### src/rtl/pmu_counter_bank.sv
// pmu_counter_bank: bank of event counters, each fed by a programmable event select,
// with sticky wrap-around overflow flags and a maskable, registered overflow interrupt.
// Accessed through a single-cycle register port (1-cycle read latency).
// Optional feature: define PMU_SNAPSHOT_EN to add CTRL.SNAP and the SNAP_i registers.
module pmu_counter_bank #(
  parameter int unsigned DATA_WIDTH = 32,
  parameter int unsigned ADDR_WIDTH = 7,
  parameter int unsigned N_COUNTERS = 16,
  parameter int unsigned N_EVENTS   = 19,
  parameter int unsigned CNT_WIDTH  = 32
) (
  input  logic                  clk_i,
  input  logic                  rst_i,
  input  logic [N_EVENTS-1:0]   events_i,
  input  logic                  wr_en_i,
  input  logic [ADDR_WIDTH-1:0] wr_addr_i,
  input  logic [DATA_WIDTH-1:0] wr_data_i,
  input  logic                  rd_en_i,
  input  logic [ADDR_WIDTH-1:0] rd_addr_i,
  output logic [DATA_WIDTH-1:0] rd_data_o,
  output logic                  rd_valid_o,
  output logic                  int_overflow_o
);

  localparam int unsigned EvselBase = 4;
  localparam int unsigned CntBase   = 4 + N_COUNTERS;

  logic [N_EVENTS-1:0]   events_q;
  logic                  en_q;
  logic [N_COUNTERS-1:0] ovf_q, ovf_d, ovf_set, ovf_w1c, mask_q;
  logic [7:0]            evsel_q [N_COUNTERS];
  logic [CNT_WIDTH-1:0]  cnt_q   [N_COUNTERS];
  logic [CNT_WIDTH-1:0]  cnt_d   [N_COUNTERS];
  logic [DATA_WIDTH-1:0] rd_data_q, rd_val, snap_rd_val;
  logic                  rd_valid_q, int_q;
  logic [255:0]          ev_pad;
  logic                  ctrl_wr, clr;
  int unsigned           wa, ra;

  assign wa      = 32'(wr_addr_i);
  assign ra      = 32'(rd_addr_i);
  assign ctrl_wr = wr_en_i && (wa == 0);
  assign clr     = ctrl_wr && wr_data_i[1];
  assign ovf_w1c = (wr_en_i && (wa == 1)) ? wr_data_i[N_COUNTERS-1:0] : '0;

  // Zero padding makes any select >= N_EVENTS read a constant 0, so it never counts.
  assign ev_pad = 256'(events_q);

  // Per-counter next value: clear beats CPU write beats increment.
  always_comb begin
    ovf_set = '0;
    for (int unsigned i = 0; i < N_COUNTERS; i++) begin
      cnt_d[i] = cnt_q[i];
      if (clr) begin
        cnt_d[i] = '0;
      end else if (wr_en_i && (wa == CntBase + i)) begin
        cnt_d[i] = wr_data_i[CNT_WIDTH-1:0];
      end else if (en_q && ev_pad[evsel_q[i]]) begin
        cnt_d[i]   = cnt_q[i] + CNT_WIDTH'(1);
        ovf_set[i] = &cnt_q[i];
      end
    end
  end

  // Sticky overflow flags; a new wrap wins over a simultaneous write-1-to-clear.
  always_comb begin
    ovf_d = clr ? '0 : ((ovf_q & ~ovf_w1c) | ovf_set);
  end

`ifdef PMU_SNAPSHOT_EN
  localparam int unsigned SnapBase = 4 + 2 * N_COUNTERS;

  logic [CNT_WIDTH-1:0] snap_q [N_COUNTERS];
  logic                 snap_req;

  assign snap_req = ctrl_wr && wr_data_i[2];

  // Capture the post-update counter values so every snapshot comes from the same edge.
  always_ff @(posedge clk_i) begin
    for (int unsigned i = 0; i < N_COUNTERS; i++) begin
      if (rst_i) begin
        snap_q[i] <= '0;
      end else if (snap_req) begin
        snap_q[i] <= cnt_d[i];
      end
    end
  end

  // Snapshot read decode.
  always_comb begin
    snap_rd_val = '0;
    for (int unsigned i = 0; i < N_COUNTERS; i++) begin
      if (ra == SnapBase + i) snap_rd_val = DATA_WIDTH'(snap_q[i]);
    end
  end
`else
  assign snap_rd_val = '0;
`endif

  // Read decode against the pre-write state; unmapped addresses return 0.
  always_comb begin
    rd_val = snap_rd_val;
    if (ra == 0) rd_val = DATA_WIDTH'(en_q);
    if (ra == 1) rd_val = DATA_WIDTH'(ovf_q);
    if (ra == 2) rd_val = DATA_WIDTH'(mask_q);
    if (ra == 3) begin
      rd_val = DATA_WIDTH'({10'd0, 6'(CNT_WIDTH), 8'(N_EVENTS - 1), 8'(N_COUNTERS)});
    end
    for (int unsigned i = 0; i < N_COUNTERS; i++) begin
      if (ra == EvselBase + i) rd_val = DATA_WIDTH'(evsel_q[i]);
      if (ra == CntBase + i)   rd_val = DATA_WIDTH'(cnt_q[i]);
    end
  end

  // All architectural state, event pipeline and registered outputs.
  always_ff @(posedge clk_i) begin
    if (rst_i) begin
      events_q   <= '0;
      en_q       <= 1'b0;
      ovf_q      <= '0;
      mask_q     <= '0;
      rd_data_q  <= '0;
      rd_valid_q <= 1'b0;
      int_q      <= 1'b0;
      for (int unsigned i = 0; i < N_COUNTERS; i++) begin
        evsel_q[i] <= '0;
        cnt_q[i]   <= '0;
      end
    end else begin
      events_q   <= events_i;
      ovf_q      <= ovf_d;
      rd_valid_q <= rd_en_i;
      rd_data_q  <= rd_en_i ? rd_val : '0;
      int_q      <= |(ovf_q & mask_q);
      if (ctrl_wr) en_q <= wr_data_i[0];
      if (wr_en_i && (wa == 2)) mask_q <= wr_data_i[N_COUNTERS-1:0];
      for (int unsigned i = 0; i < N_COUNTERS; i++) begin
        cnt_q[i] <= cnt_d[i];
        if (wr_en_i && (wa == EvselBase + i)) evsel_q[i] <= wr_data_i[7:0];
      end
    end
  end

  assign rd_data_o      = rd_data_q;
  assign rd_valid_o     = rd_valid_q;
  assign int_overflow_o = int_q;

endmodule

### config.mk
export PLATFORM = sky130hd
export DESIGN_NAME = pmu_counter_bank
export DESIGN_NICKNAME = d
export VERILOG_FILES = /design/src/rtl/pmu_counter_bank.sv
export SDC_FILE = /design/constraint.sdc
export NUM_CORES = 2
export LEC_CHECK = 0
export CORE_MARGIN = 8
export CORE_UTILIZATION = 35
export DETAILED_ROUTE_END_ITERATION = 6
export PLACE_DENSITY_LB_ADDON = 0.12
export SETUP_SLACK_MARGIN = 0.1
export SYNTH_ARGS = -nofsm -noshare
export SYNTH_HDL_FRONTEND = slang
export SYNTH_SLANG_ARGS = --single-unit
### constraint.sdc
create_clock -name clk_i -period 3.3 [get_ports clk_i]
set_input_delay 0.33 -clock clk_i [delete_from_list [all_inputs] [get_ports clk_i]]
set_output_delay 0.33 -clock clk_i [all_outputs]
set_load 0.02 [all_outputs]
# Word-level counts from Yosys, hierarchy flattened
# Memories as Yosys holds them, arrays and structs flattened.
# Index checks and enable logic that the tools add are counted.
# totals
elab_cells	468
output_inout_bits	34
mem_bits_rw	640
reg_bits	86
n_memories	2
# memory_table
memory	depth	width	rd	rd_clocked_by_memory_dff	wr	line_no	rtl
cnt_q	16	32	16	0	16	32	logic [CNT_WIDTH-1:0] cnt_q [N_COUNTERS];
evsel_q	16	8	16	0	16	31	logic [7:0] evsel_q [N_COUNTERS];
# classes
bitwise	37
reduce_logical	73
n_addsub	16
n_eq_ne	69
muxes	248
magnitude_cmp	16
# ops
cell	n
two-way mux 32 bit	99
adder 32 x 1 -> 32 bit (second input constant)	16
AND reduction 32 bit	16
equality test 7 x 5 -> 1 bit (second input constant)	32
less-than comparator 8 x 9 -> 1 bit (second input constant)	16
binary-select mux 1 bit (select 8 bit)	16
two-way mux 8 bit	16
two-way mux 1 bit	116
equality test 7 x 4 -> 1 bit (second input constant)	16
zero test 32 bit	2
equality test 7 x 3 -> 1 bit (second input constant)	8
equality test 7 x 6 -> 1 bit (second input constant)	8
logical AND 1 bit	52
bitwise AND 16 bit	2
OR 1 bit	32
equality test 7 x 2 -> 1 bit (second input constant)	3
two-way mux 16 bit	1
inverter 16 bit	1
OR 16 bit	1
OR reduction 16 bit	1
equality test 7 x 1 -> 1 bit (second input constant)	2
OR reduction 2 bit	2
inverter 1 bit	1

# Longest topological paths before layout
# depth
ltp_word	37
ltp_mapped	12

# Least setup slack after synthesis
# OpenSTA, ideal clock, no wires.
# synth_path
kind	flip-flop to flip-flop
start	memory evsel_q[2][0] (netlist: evsel_q[0][16])
end	memory cnt_q[2][7] (netlist: cnt_q[0][71])
stages_incl_launch_ff	12
n_path_buf	3
arrival_time_ns	2.423
setup_slack_ns	0.792
setup_ns	0.086
path_cell_list	edfxtp_1 buf_4 mux4_2 and2b_1 a211oi_1 o31a_1 or2_1 buf_2 buf_2 nor2_1 xnor2_1 a211oi_1
# synth_lines
item	line_no
start: declaration	31
end: declaration	32

==> metrics.txt <==
# TYPE chip_impl_metric gauge
chip_impl_info{name="outcome",value="complete, but fails checks"} 1
chip_impl_info{name="violations_in_the_final_reports",value="DRC"} 1
chip_impl_metric{name="cts_hold_buffers",unit=""} 0
chip_impl_metric{name="cts_inserted_buffers",unit=""} 89
chip_impl_metric{name="route.detailed.drc",unit=""} 4
chip_impl_metric{name="coreArea",unit="um2"} 120000
chip_impl_metric{name="vias_per_cell",unit=""} 6.03
chip_impl_metric{name="max_cap_viol_count",unit=""} 0
chip_impl_metric{name="tritoncts_sink_count",unit=""} 726
chip_impl_metric{name="die_y",unit="um"} 363
chip_impl_metric{name="clk_path_buf_depth",unit=""} 3
chip_impl_metric{name="yosys_register_bits",unit=""} 726
chip_impl_metric{name="max_clock_freq",unit="MHz"} 323
chip_impl_metric{name="dpl.cell_count",unit=""} 6744
chip_impl_metric{name="synth_compound_area_share",unit="%"} 21.7
chip_impl_metric{name="synthAdderAreaFrac",unit="%"} 0.475
chip_impl_info{name="setup.worst_path.class",value="flop to flop"} 1
chip_impl_metric{name="worst_ep_arrival_time",unit="ns"} 3.68
chip_impl_metric{name="transition_time_of_the_tightest_slew_check_pin",unit="ns"} 0.792
chip_impl_info{name="postSynth.topFlopCell",value="dfxtp_1"} 1
chip_impl_metric{name="ctsHtreeMaxLevel",unit=""} 3
chip_impl_metric{name="final.setup.worst_slack",unit="ns"} 0.203
chip_impl_metric{name="grt_antenna_before_repair",unit=""} 8
chip_impl_metric{name="synth.mux.area_fraction",unit="%"} 4.98
chip_impl_metric{name="clock_insertion_delay_worst_skew",unit="ns"} 0.68
chip_impl_metric{name="timing.clock.skew",unit="ns"} 0.0306
chip_impl_metric{name="slew-limit-headroom",unit="%"} 47.1
chip_impl_metric{name="post_synth_num_cell_types",unit=""} 101
chip_impl_info{name="worst_hold_path_type",value="input pin to flop"} 1
chip_impl_metric{name="timing.final.crit_share",unit="%"} 93.8
chip_impl_metric{name="mappedNetlistNets",unit=""} 5139
chip_impl_info{name="crit_start",value="events_q[4]"} 1
chip_impl_metric{name="post_dp_hpwl",unit="um"} 155000
chip_impl_metric{name="p_per_area",unit="nW/um2"} 427
chip_impl_metric{name="synth_seq_area_share",unit="%"} 37.5
chip_impl_metric{name="critical_path.n_buffers_inverters",unit=""} 0
chip_impl_metric{name="fp.dieW",unit="um"} 363
chip_impl_info{name="crit_path_start_kind",value="flop"} 1
chip_impl_metric{name="num_vias",unit=""} 41600
chip_impl_metric{name="wirelength",unit="um"} 204000
chip_impl_metric{name="cts_setup_buffers",unit=""} 0
chip_impl_metric{name="synthesis.area",unit="um2"} 42100
chip_impl_metric{name="synth_enable_flop_cells",unit=""} 128
chip_impl_metric{name="port-buffer-count",unit=""} 102
chip_impl_metric{name="global_route.usage.total",unit="%"} 29.7
chip_impl_metric{name="globalRoute.totalOverflow",unit=""} 0
chip_impl_metric{name="setup-tns-final",unit="ns"} 0
chip_impl_metric{name="asyncSetResetFlopFracSynth",unit="%"} 0
chip_impl_metric{name="num_io_pins",unit=""} 103
chip_impl_metric{name="grt_pass1_vias",unit=""} 38600
chip_impl_metric{name="start_util",unit="%"} 35.2
chip_impl_info{name="largest_family_of_logic_cells_by_synthesized_area",value="compound AO/OA/AOI/OAI gates"} 1
chip_impl_info{name="crit_path_cell_trace",value="mux4_2, nor2b_1, a211o_1, a31oi_2, or2_2, nor3_1, xnor2_1, a211oi_1"} 1
chip_impl_metric{name="path_clk_slew",unit="ns"} 0.06
chip_impl_metric{name="peakVddDrop",unit="mV"} 0.327
chip_impl_metric{name="crit_path_max_fo",unit=""} 15
chip_impl_metric{name="grt_start_max_net_pins",unit=""} 117
chip_impl_metric{name="crit_path_max_incr_delay",unit="ns"} 0.55
chip_impl_metric{name="detailedRoute.firstIterationViolations",unit=""} 5637
chip_impl_metric{name="global_route_wire_length_before_repair",unit="um"} 288000
chip_impl_info{name="clockRootBuffer",value="clkbuf_16"} 1
chip_impl_metric{name="power.static_leakage",unit="uW"} 0.0163
chip_impl_info{name="critPathSlowestCell",value="mux4_2"} 1
chip_impl_metric{name="std_cell_rows",unit=""} 127
chip_impl_info{name="cts_tree",value="yes"} 1
chip_impl_metric{name="synth_cells",unit=""} 5054
chip_impl_metric{name="final-max-slew-violation-count",unit=""} 0
chip_impl_metric{name="detailed_place.area",unit="um2"} 47100
chip_impl_metric{name="dp_worst_setup_slack",unit="ns"} -0.396
chip_impl_metric{name="detail-route-antenna-nets",unit=""} 0
chip_impl_metric{name="holdWs",unit="ns"} 0.0610
chip_impl_metric{name="nNetsFinal",unit=""} 5308
chip_impl_metric{name="post_synthesis_simple_gate_area_fraction",unit="%"} 20.1
chip_impl_info{name="regToRegStartpoint",value="events_q[4]"} 1
chip_impl_metric{name="final_setup_violation_count",unit=""} 0
chip_impl_info{name="rsz_0062_raised_after_global_routing",value="false"} 1
chip_impl_info{name="final_common_cell",value="dfxtp_1"} 1
chip_impl_metric{name="finalHoldViolations",unit=""} 0
chip_impl_info{name="critical-path-top-delay-family",value="compound AO/OA/AOI/OAI gates"} 1
chip_impl_metric{name="avgRoutedWirePerCell",unit="um"} 29.6
chip_impl_metric{name="routability_congestion_estimate",unit=""} 0.997
chip_impl_metric{name="finalWorstPathRequiredPeriod",unit="ns"} 3.10
chip_impl_info{name="crit_path_end_kind",value="flop"} 1
chip_impl_metric{name="detailedRoute.firstPassIterationCount",unit=""} 7
chip_impl_metric{name="cp.required",unit="ns"} 3.88
chip_impl_metric{name="flow.area_growth_from_synthesis",unit="%"} 19.0
chip_impl_metric{name="post_cts_resize_count",unit=""} 0
chip_impl_metric{name="syn_area_cell",unit="um2"} 8.34
chip_impl_metric{name="final-instance-count-excl-fill",unit=""} 6907
chip_impl_info{name="min_delay_startpoint",value="rst_i"} 1
chip_impl_metric{name="fp.dieArea",unit="um2"} 132000
chip_impl_metric{name="n_fill_cell",unit=""} 12000
chip_impl_metric{name="synthXorXnorAreaFrac",unit="%"} 10.3
chip_impl_metric{name="post_route_cell_area",unit="um2"} 50200
chip_impl_metric{name="ys_warn_count",unit=""} 0
chip_impl_metric{name="drive_gt1_share",unit="%"} 13.5
chip_impl_info{name="most-common-layout-cells",value="596 x dfxtp_1, 518 x nor2_1, 447 x o21ai_0"} 1
[worst paths after layout]
path	cells past startpoint	slack (ns)	endpoint
setup / recovery	8	0.20	cnt_q[0][159]
hold / removal	2	0.06	events_q[13]
setup reg to reg	8	0.20	cnt_q[0][159]
hold reg to reg	2	0.48	mask_q[13]
[worst register-to-register path, cell delays in order, from the launching register on]
cell	delay, ns
dfxtp_1	0.54
mux4_2	0.55
nor2b_1	0.14
a211o_1	0.31
a31oi_2	0.38
or2_2	0.54
nor3_1	0.15
xnor2_1	0.16
a211oi_1	0.23
[cells in the mapped netlist (9+ instances only)]
library cell	n	area, um2
and3_1	99	619
o2111ai_1	11	96.3
o22ai_1	24	150
a221oi_1	76	666
dfxtp_1	598	12000
clkbuf_1	335	1260
nor4_1	28	175
a21oi_1	427	2140
nand2_1	366	1370
o21a_1	18	135
o221ai_1	10	87.6
nand3b_1	17	128
buf_2	56	280
nand3_1	201	1010
mux2i_1	61	611
and2_1	34	213
nand4_1	125	782
nor2b_1	41	257
nand2b_1	28	175
a211oi_1	169	1270
a222oi_1	9	90.1
nor4b_1	13	114
a22o_1	63	552
and4_1	48	420
ha_1	16	200
buf_1	19	71.3
nor3_1	75	375
mux4_2	64	1440
o211ai_1	25	188
xnor2_1	272	2380
xor2_1	222	1940
edfxtp_1	128	3840
o21ai_0	448	2240
a22oi_1	81	608
inv_1	100	375
a31oi_1	32	200
nor2_1	533	2000
[layer usage]
metal	GRT usage [%]	vias up	part of all wire, %
met3	4.91	330	9.8
met4	8.74	0	3.0
met1	42.9	20400	44
li1	-	18800	-
met2	45.5	2126	43
met5	0	-	0
[cell families (layout without fill, tap and decap cells)]
logic type               Yosys count  in the layout
adder cells (fa/ha/maj)           16             16
other                              0              4
AND/OR/NAND/NOR                 1694           1694
buffers and inverters            523            760
XOR/XNOR                         494            494
multiplexers                     129            129
AO/OA/AOI/OAI                   1472           1472
flip-flops                       726            726
[layout make-up]
class / count / area (um2) / share of cell area, %
multi-input combinational: 3805 / 24400 / 48.6
sequential: 726 / 15800 / 31.5
timing repair buffer: 500 / 4520 / 9.01
clock buffer: 124 / 2670 / 5.31
tap: 1612 / 2020 / 4.02
inverter: 101 / 379 / 0.756
clock inverter: 35 / 355 / 0.708
antenna: 4 / 10.0 / 0.0200
[sequential cells by signal (all words and copies together), names as in the netlist]
register,count
evsel_q,128
rd_data_o,32
mask_q,16
ovf_q,16
cnt_q,512
events_q,19
int_overflow_o,1
en_q,1
rd_valid_o,1
[power breakdown]
group	internal (uW)	switching, uW	total, uW
sequential	9170	299	9470
clock	6080	4240	10300
combinational	610	1020	1630
total	15900	5550	21400
[per-stage QoR]
| step | total power (uW) | utilization, % |
|---|---|---|
| after floorplan | 10300 | - |
| after global placement | 11200 | 39.4 |
| after detailed placement | 11200 | 39.4 |
| after CTS | 21500 | 41.9 |
| after global routing | 22000 | 41.9 |
| final | 21400 | 41.9 |
(Power assumes the default switching activity.)
